==> src/rtl/seven_segment_reader.sv <==
// Readback monitor for the multiplexed two-digit seven-segment bus: decodes
// samples, pairs unit/ten halves into frames and publishes a pair once it is stable.
module seven_segment_reader #(
   parameter int STABLE_FRAMES = 2
) (
   input  logic       clk,
   input  logic       reset,
   input  logic [6:0] segments,
   input  logic       digit,
   input  logic       clear_error,
   output logic [3:0] ten_count,
   output logic [3:0] unit_count,
   output logic       valid,
   output logic       error
);
   localparam logic [3:0] MATCH_MAX = 4'(STABLE_FRAMES);

   typedef enum logic {
      WAIT_UNIT = 1'b0,
      WAIT_TEN  = 1'b1
   } state_t;

   state_t     r_state;
   logic [3:0] r_unit;
   logic [7:0] r_prev;
   logic [3:0] r_match;
   logic       r_published;

   logic [3:0] w_code;
   logic       w_frame;
   logic [7:0] w_cand;
   logic [3:0] w_match;
   logic       w_publish;
   logic       w_illegal;

   // Segment order is {g,f,e,d,c,b,a}; blank decodes to A, anything unknown to F.
   function automatic logic [3:0] decode(input logic [6:0] seg);
      logic [3:0] code;
      case (seg)
         7'b0111111: code = 4'h0;
         7'b0000110: code = 4'h1;
         7'b1011011: code = 4'h2;
         7'b1001111: code = 4'h3;
         7'b1100110: code = 4'h4;
         7'b1101101: code = 4'h5;
         7'b1111100: code = 4'h6;
         7'b0000111: code = 4'h7;
         7'b1111111: code = 4'h8;
         7'b1100111: code = 4'h9;
         7'b0000000: code = 4'hA;
         default:    code = 4'hF;
      endcase
      return code;
   endfunction

   always_comb begin
      w_code  = decode(segments);
      w_frame = (r_state == WAIT_TEN) && digit;
      w_cand  = {w_code, r_unit};
      // A zero match count means no frame seen since reset, so the first frame counts as 1.
      if (r_match == 4'd0 || w_cand != r_prev)
         w_match = 4'd1;
      else if (r_match >= MATCH_MAX)
         w_match = MATCH_MAX;
      else
         w_match = r_match + 4'd1;
      w_publish = w_frame && (w_match == MATCH_MAX) &&
                  (!r_published || w_cand != {ten_count, unit_count});
      w_illegal = (w_cand[7:4] == 4'hF) || (w_cand[3:0] == 4'hF);
   end

   always_ff @(posedge clk) begin
      if (reset) begin
         r_state     <= WAIT_UNIT;
         r_unit      <= 4'd0;
         r_prev      <= 8'd0;
         r_match     <= 4'd0;
         r_published <= 1'b0;
         ten_count   <= 4'd0;
         unit_count  <= 4'd0;
         valid       <= 1'b0;
         error       <= 1'b0;
      end else begin
         valid <= w_publish;
         case (r_state)
            WAIT_UNIT: begin
               if (!digit) begin
                  r_unit  <= w_code;
                  r_state <= WAIT_TEN;
               end
            end
            WAIT_TEN: begin
               // A held unit select keeps refreshing the unit half, so latest wins.
               if (!digit) begin
                  r_unit <= w_code;
               end else begin
                  r_state <= WAIT_UNIT;
                  r_prev  <= w_cand;
                  r_match <= w_match;
               end
            end
            default: r_state <= WAIT_UNIT;
         endcase
         if (w_publish) begin
            ten_count   <= w_cand[7:4];
            unit_count  <= w_cand[3:0];
            r_published <= 1'b1;
         end
         if (w_publish && w_illegal)
            error <= 1'b1;
         else if (clear_error)
            error <= 1'b0;
      end
   end
endmodule

==> config.mk <==
export PLATFORM = sky130hd
export DESIGN_NAME = seven_segment_reader
export DESIGN_NICKNAME = d
export VERILOG_FILES = /design/src/rtl/seven_segment_reader.sv
export SDC_FILE = /design/constraint.sdc
export NUM_CORES = 1
export LEC_CHECK = 0
export ABC_CLOCK_PERIOD_IN_PS = 6030
export BUFFER_PORTS_ARGS = -buffer_cell sky130_fd_sc_hd__buf_2
export CAP_MARGIN = 10
export CELL_PAD_IN_SITES_DETAIL_PLACEMENT = 1
export CELL_PAD_IN_SITES_GLOBAL_PLACEMENT = 2
export CORE_UTILIZATION = 36
export CTS_CLUSTER_DIAMETER = 80
export DETAILED_ROUTE_END_ITERATION = 10
export GPL_TIMING_DRIVEN = 0
export PLACE_DENSITY_LB_ADDON = 0.3
export SYNTH_ARGS = -nofsm -noshare
export SYNTH_HDL_FRONTEND = slang
export SYNTH_SLANG_ARGS = --single-unit
==> constraint.sdc <==
create_clock -name clk -period 6.03 [get_ports clk]
set_input_delay 0 -clock clk [delete_from_list [all_inputs] [get_ports clk]]
set_output_delay 0 -clock clk [all_outputs]
set_load 0.01 [all_outputs]
Yosys cells after proc, flatten, opt, wreduce, memory -nomap -nowiden --
Cells that the tools add are included.
Operators by class: add/sub/neg operators 1, multiply operators 0, divide/modulo/power cells 0, order comparisons 1, eq/ne operators 15, shifts and indexed selects 0, muxes and demuxes 7, bitwise gates (word level) 0, reduce and logical (&&, ||, !) cells 12
Operators with widths (count):
- $eq 7x7->1 const B | 7
- $pmux 4 s11 | 1
- $ne 8x8->1 | 2
- $eq 7x3->1 const B | 2
- $mux 4 | 3
- $eq 4x4->1 const B | 2
- $eq 7x6->1 const B | 1
- $logic_not 7->1 | 1
- $add 4x1->4 const B | 1
- $eq 4x2->1 const B | 1
- $ge 4x2->1 const B | 1
- $logic_and 1x1->1 | 4
- $logic_not 4->1 | 1
- $logic_or 1x1->1 | 3
- $mux 1 | 3
- $reduce_and 2->1 | 1
- $reduce_bool 2->1 | 1
- $logic_not 1->1 | 1
Word-level totals: register bits 28, bits in latches 0, memory bits (writable) 0, ROM bits 0, bits of input ports 11, word-level logic and storage cells 45, memories 0

Logic depth before layout (Yosys ltp) --
depth in word-level cells 10, mapped depth 10, mapped depth without buffers 8

Worst setup path before layout --
OpenSTA, ideal clock, no wires.
kind input -> register, start point input segments[0], end point register unit_count[1], setup time 0.116 ns, arrival 2.035 ns, data required time 5.914 ns, setup slack 3.879 ns, stages on the path 10, buffers on the path 2, path through buf_6 or4_4 a21oi_4 a211o_4 o211a_4 xnor2_1 nor4b_2 buf_4 a21oi_1 a31o_2
On the way: word-level cells in the longest chain between the ends 8, elaborated cells between the ends (all ways) 20, those cells by class 13 x eq/ne; 2 x mux; 5 x reduce/logical
Ends and longest elaborated chain:
- from (decl) | line 8 | input logic [6:0] segments,
- $eq 7x7->1 (tied with other cells) | line 39 | case (seg)
- $pmux 4 s11 * | line 39
- $ne 8x8->1 | line 61 | if (r_match == 4'd0 || w_cand != r_prev)
- $logic_or 1x1->1 | line 61
- $mux 4 | line 61
- $eq 4x2->1 | line 67 | w_publish = w_frame && (w_match == MATCH_MAX) &&
- $logic_and 1x1->1 | line 67
- $logic_and 1x1->1 * | line 67
- to (signal assigned) | line 106 | unit_count <= w_cand[3:0];
- to (decl) | line 12 | output logic [3:0] unit_count,
Mark *: on every way between the ends. The rest lies on a longest branch, timed or not. A chain may end at the register's enable or synchronous reset.

Worst setup path after layout --
start point register r_unit[2], end point register unit_count[2]
On the way: word-level cells in the longest chain between the ends 6, elaborated cells between the ends (all ways) 8, those cells by class 3 x eq/ne; 1 x mux; 4 x reduce/logical
Ends and longest elaborated chain:
- from (decl) | line 24 | logic [3:0] r_unit;
- from (signal assigned) | line 88 | r_unit <= w_code;
- from (signal assigned) | line 95 | r_unit <= w_code;
- $ne 8x8->1 | line 61
- $logic_or 1x1->1 | line 61
- $mux 4 | line 61
- $eq 4x2->1 | line 67
- $logic_and 1x1->1 (2 in a row) | line 67
Several ways; a longest one is shown, not always the timed one.

==> reports/metrics.csv <==
metric,value,unit
status,completed,
cts_resized,0,
hold_viol,0,
yosys_warnings,0,
grt_pass1_wl,7490,µm
first_global_vias,1556,
muxShareOfSynthArea,0,
grt_start_max_net_pins,17,
drive_above_1_share,0.166,
maxCapViolCount,0,
htreeDepth,1,
vias_per_cell,5.58,
synth_edf_count,0,
synth-adder-area-share,0.0215,
critPathLaunch,r_unit[2]$_SDFFE_PP0N_,
synth.distinct_cells,49,
cts-root-buf,clkbuf_8,
r2r_end,unit_count[2]$_SDFFE_PP0P_,
skew,0.00470,ns
die_width,71.7,µm
netlist_area,1750,µm²
switching_power,101,µW
vias,1634,
synth-xor-area-share,0.0702,
final_cells,293,
cts_tree,yes,
cts_buffer_depth,2,
antenna_cells,0,
p_per_area,202,nW/µm²
end_kind,flip-flop,
crit_end,unit_count[2]$_SDFFE_PP0P_,
p_seq_frac,0.478,
clockPowerShare,0.381,
synth_nets,233,
dpl.hpwl,3380,µm
seq_area_frac_synth,0.321,
synthArstFlopShare,0,
io_pins,21,
post-place-cells,287,
ys_ff_latch,28,
setup_viol,0,
synthSimpleGateAreaFrac,0.258,
numPortBuffers,16,
r2r_cells,9,
initial_utilization,0.388,
fin_crit,2.36,ns
clk_latency,0.28,ns
pwr-share-comb,0.142,
first_pass_iters,4,
finalInstanceArea,1980,µm²
worstMarginPinSlew,0.596,ns
cts_sinks,28,
relSlewSlack,0.599,
irDropWorstVdd,0.000108,V
p_int,300,µW
fin_crit_sh,0.391,
hp-class,in -> reg,
cp.arrival,2.54,ns
power_leakage,0.763,nW
rr_startpoint,r_unit[2]$_SDFFE_PP0N_,
grt_overflow,0,
drt_iter0_drc,65,
synth_flop_cell,dfxtp_1,
post-route-util,0.441,
post-cts-setup-buffers,0,
crit_type,reg -> reg,
final_antenna_net_count,0,
critPathLaunchType,flip-flop,
synth.avg_cell_area,7.98,µm²
cp_max_fo,10,
required,6.21,ns
maxSlewViolCount,0,
dieArea,5140,µm²
fmax,0.424,GHz
place_area,1890,µm²
path_clk_slew,0.10,ns
synth_top_family_by_area,compound AO/OA/AOI/OAI gates,
routabilityCongestion,0.738,
routed_wl,4580,µm
area_growth,13.5,%
reg2reg_slack,3.67,ns
avgRoutedWirePerCell,15.6,µm
synth_compound_area_frac,0.261,
switching_share,0.253,
grt_antenna_before_repair,0,
die_h,71.7,µm
floorplan.rows,24,
grt_setup_unrepaired,no,
synthCells,219,
grt_usage,0.183,
hold_ws,0.0860,ns
setup_tns,0,ns
post-route-drc-count,0,
core,4500,µm²
numCtsBuffers,3,
nets,256,
Yosys cell counts, types with 3 or more instances:
master     count  share of area
dfxtp_1       28           0.32
nand3_1        3         0.0086
ha_1           3          0.021
o21ai_0        8          0.023
buf_2          3         0.0086
and2_1         4          0.014
nand4_1        7          0.025
buf_4          3          0.013
xor2_1         5          0.025
xnor2_1        9          0.045
clkbuf_1      13          0.028
nor3_1         5          0.014
o2111ai_1      3          0.015
inv_1          6          0.013
a211oi_2       3          0.021
nand3b_1       3          0.013
nor4b_1        3          0.015
nor2_1        20          0.043
nand2_1       22          0.047
a211oi_1       4          0.017
nand2b_1       3          0.011
a31o_2         3          0.015
o22ai_1        3          0.011
a21oi_1       21          0.060
sequential cells by signal, indices dropped and copies added, names as in the netlist:
name / cells
ten_count: 4
error: 1
r_unit: 4
unit_count: 4
valid: 1
r_prev: 8
r_match: 4
r_state: 1
r_published: 1
worst min-delay path by stage:
stage	startpoint	to	slack (ns)	cells past startpoint
floorplan	reset	r_match[0]$_SDFFE_PP0P_	0.08	1
global placement	reset	r_match[0]$_SDFFE_PP0P_	0.24	2
detailed placement	reset	r_match[0]$_SDFFE_PP0P_	0.26	2
CTS	digit	r_prev[5]$_SDFFE_PP0P_	0.08	4
global route	digit	r_prev[5]$_SDFFE_PP0P_	0.11	4
finish	digit	r_prev[5]$_SDFFE_PP0P_	0.09	4
cell families (layout without fill, tap and decap cells):
logic type / count (synthesis) / after routing
xor gates and xnor gates: 14 / 14
and+or+nand+nor: 85 / 85
AOI/OAI and AO/OA: 63 / 63
buffers and inverters: 26 / 48
adders and majority gates: 3 / 3
DFF: 28 / 28
power groups by stage:
stage	logic (mW)	registers, mW	clock network (mW)
2_1_floorplan	0.0419	0.195	0
3_3_place_gp	0.0553	0.196	0
3_5_place_dp	0.0560	0.196	0
4_1_cts	0.0572	0.192	0.155
5_1_grt	0.0637	0.192	0.162
6_report	0.0568	0.192	0.153
worst max-delay path, stage by stage, from the launching register on:
cell	delay, ns
dfxtp_1	0.32
clkbuf_1	0.34
xnor2_1	0.17
nand4_1	0.13
a211oi_1	0.27
o2111ai_1	0.20
nor4b_2	0.30
buf_4	0.24
a21oi_1	0.09
a31o_2	0.21
metal layers:
| metal | part of all wire | vias up | routed length [µm] | global-route usage |
|---|---|---|---|---|
| li1 | - | 828 | - | - |
| met1 | 0.54 | 790 | 2460 | 0.259 |
| met2 | 0.44 | 14 | 2020 | 0.302 |
| met3 | 0.017 | 2 | 76 | 0.0295 |
| met4 | 0.0035 | 0 | 16 | 0.0196 |
| met5 | 0 | - | 0 | 0 |
stage by stage:
step	power [mW]	worst slack [ns]
5_1_grt	0.417	3.46
3_3_place_gp	0.251	3.43
2_1_floorplan	0.237	3.88
6_report	0.401	3.67
4_1_cts	0.404	3.67
3_5_place_dp	0.252	3.42
repair_timing:
item	CTS	global route
hold buffers	2	0
endpoints found under the setup margin	0	0
endpoints found under the hold margin	2	0
layout by cell type, fill, tap and decap left out, drive strengths merged, types with 6 or more instances in the layout:
master,Yosys,routed
nor2,20,20
o21ai,8,8
a211oi,7,7
nand2,22,22
xnor2,9,9
dfxtp,28,28
buf,7,23
a21oi,22,22
inv,6,6
nand4,7,7
clkbuf,13,16
area by class of cell:
type	instances	area, µm²
fillers	572	2520
multi-input cells	165	1070
flip-flops and latches	28	561
repair buffers	18	100
plain buffers	20	97.6
well taps	52	65.1
clock buffers	3	41.3
clock inverters	1	30.0
inverters	6	22.5
Note: power is estimated with default switching activity, not from simulation.
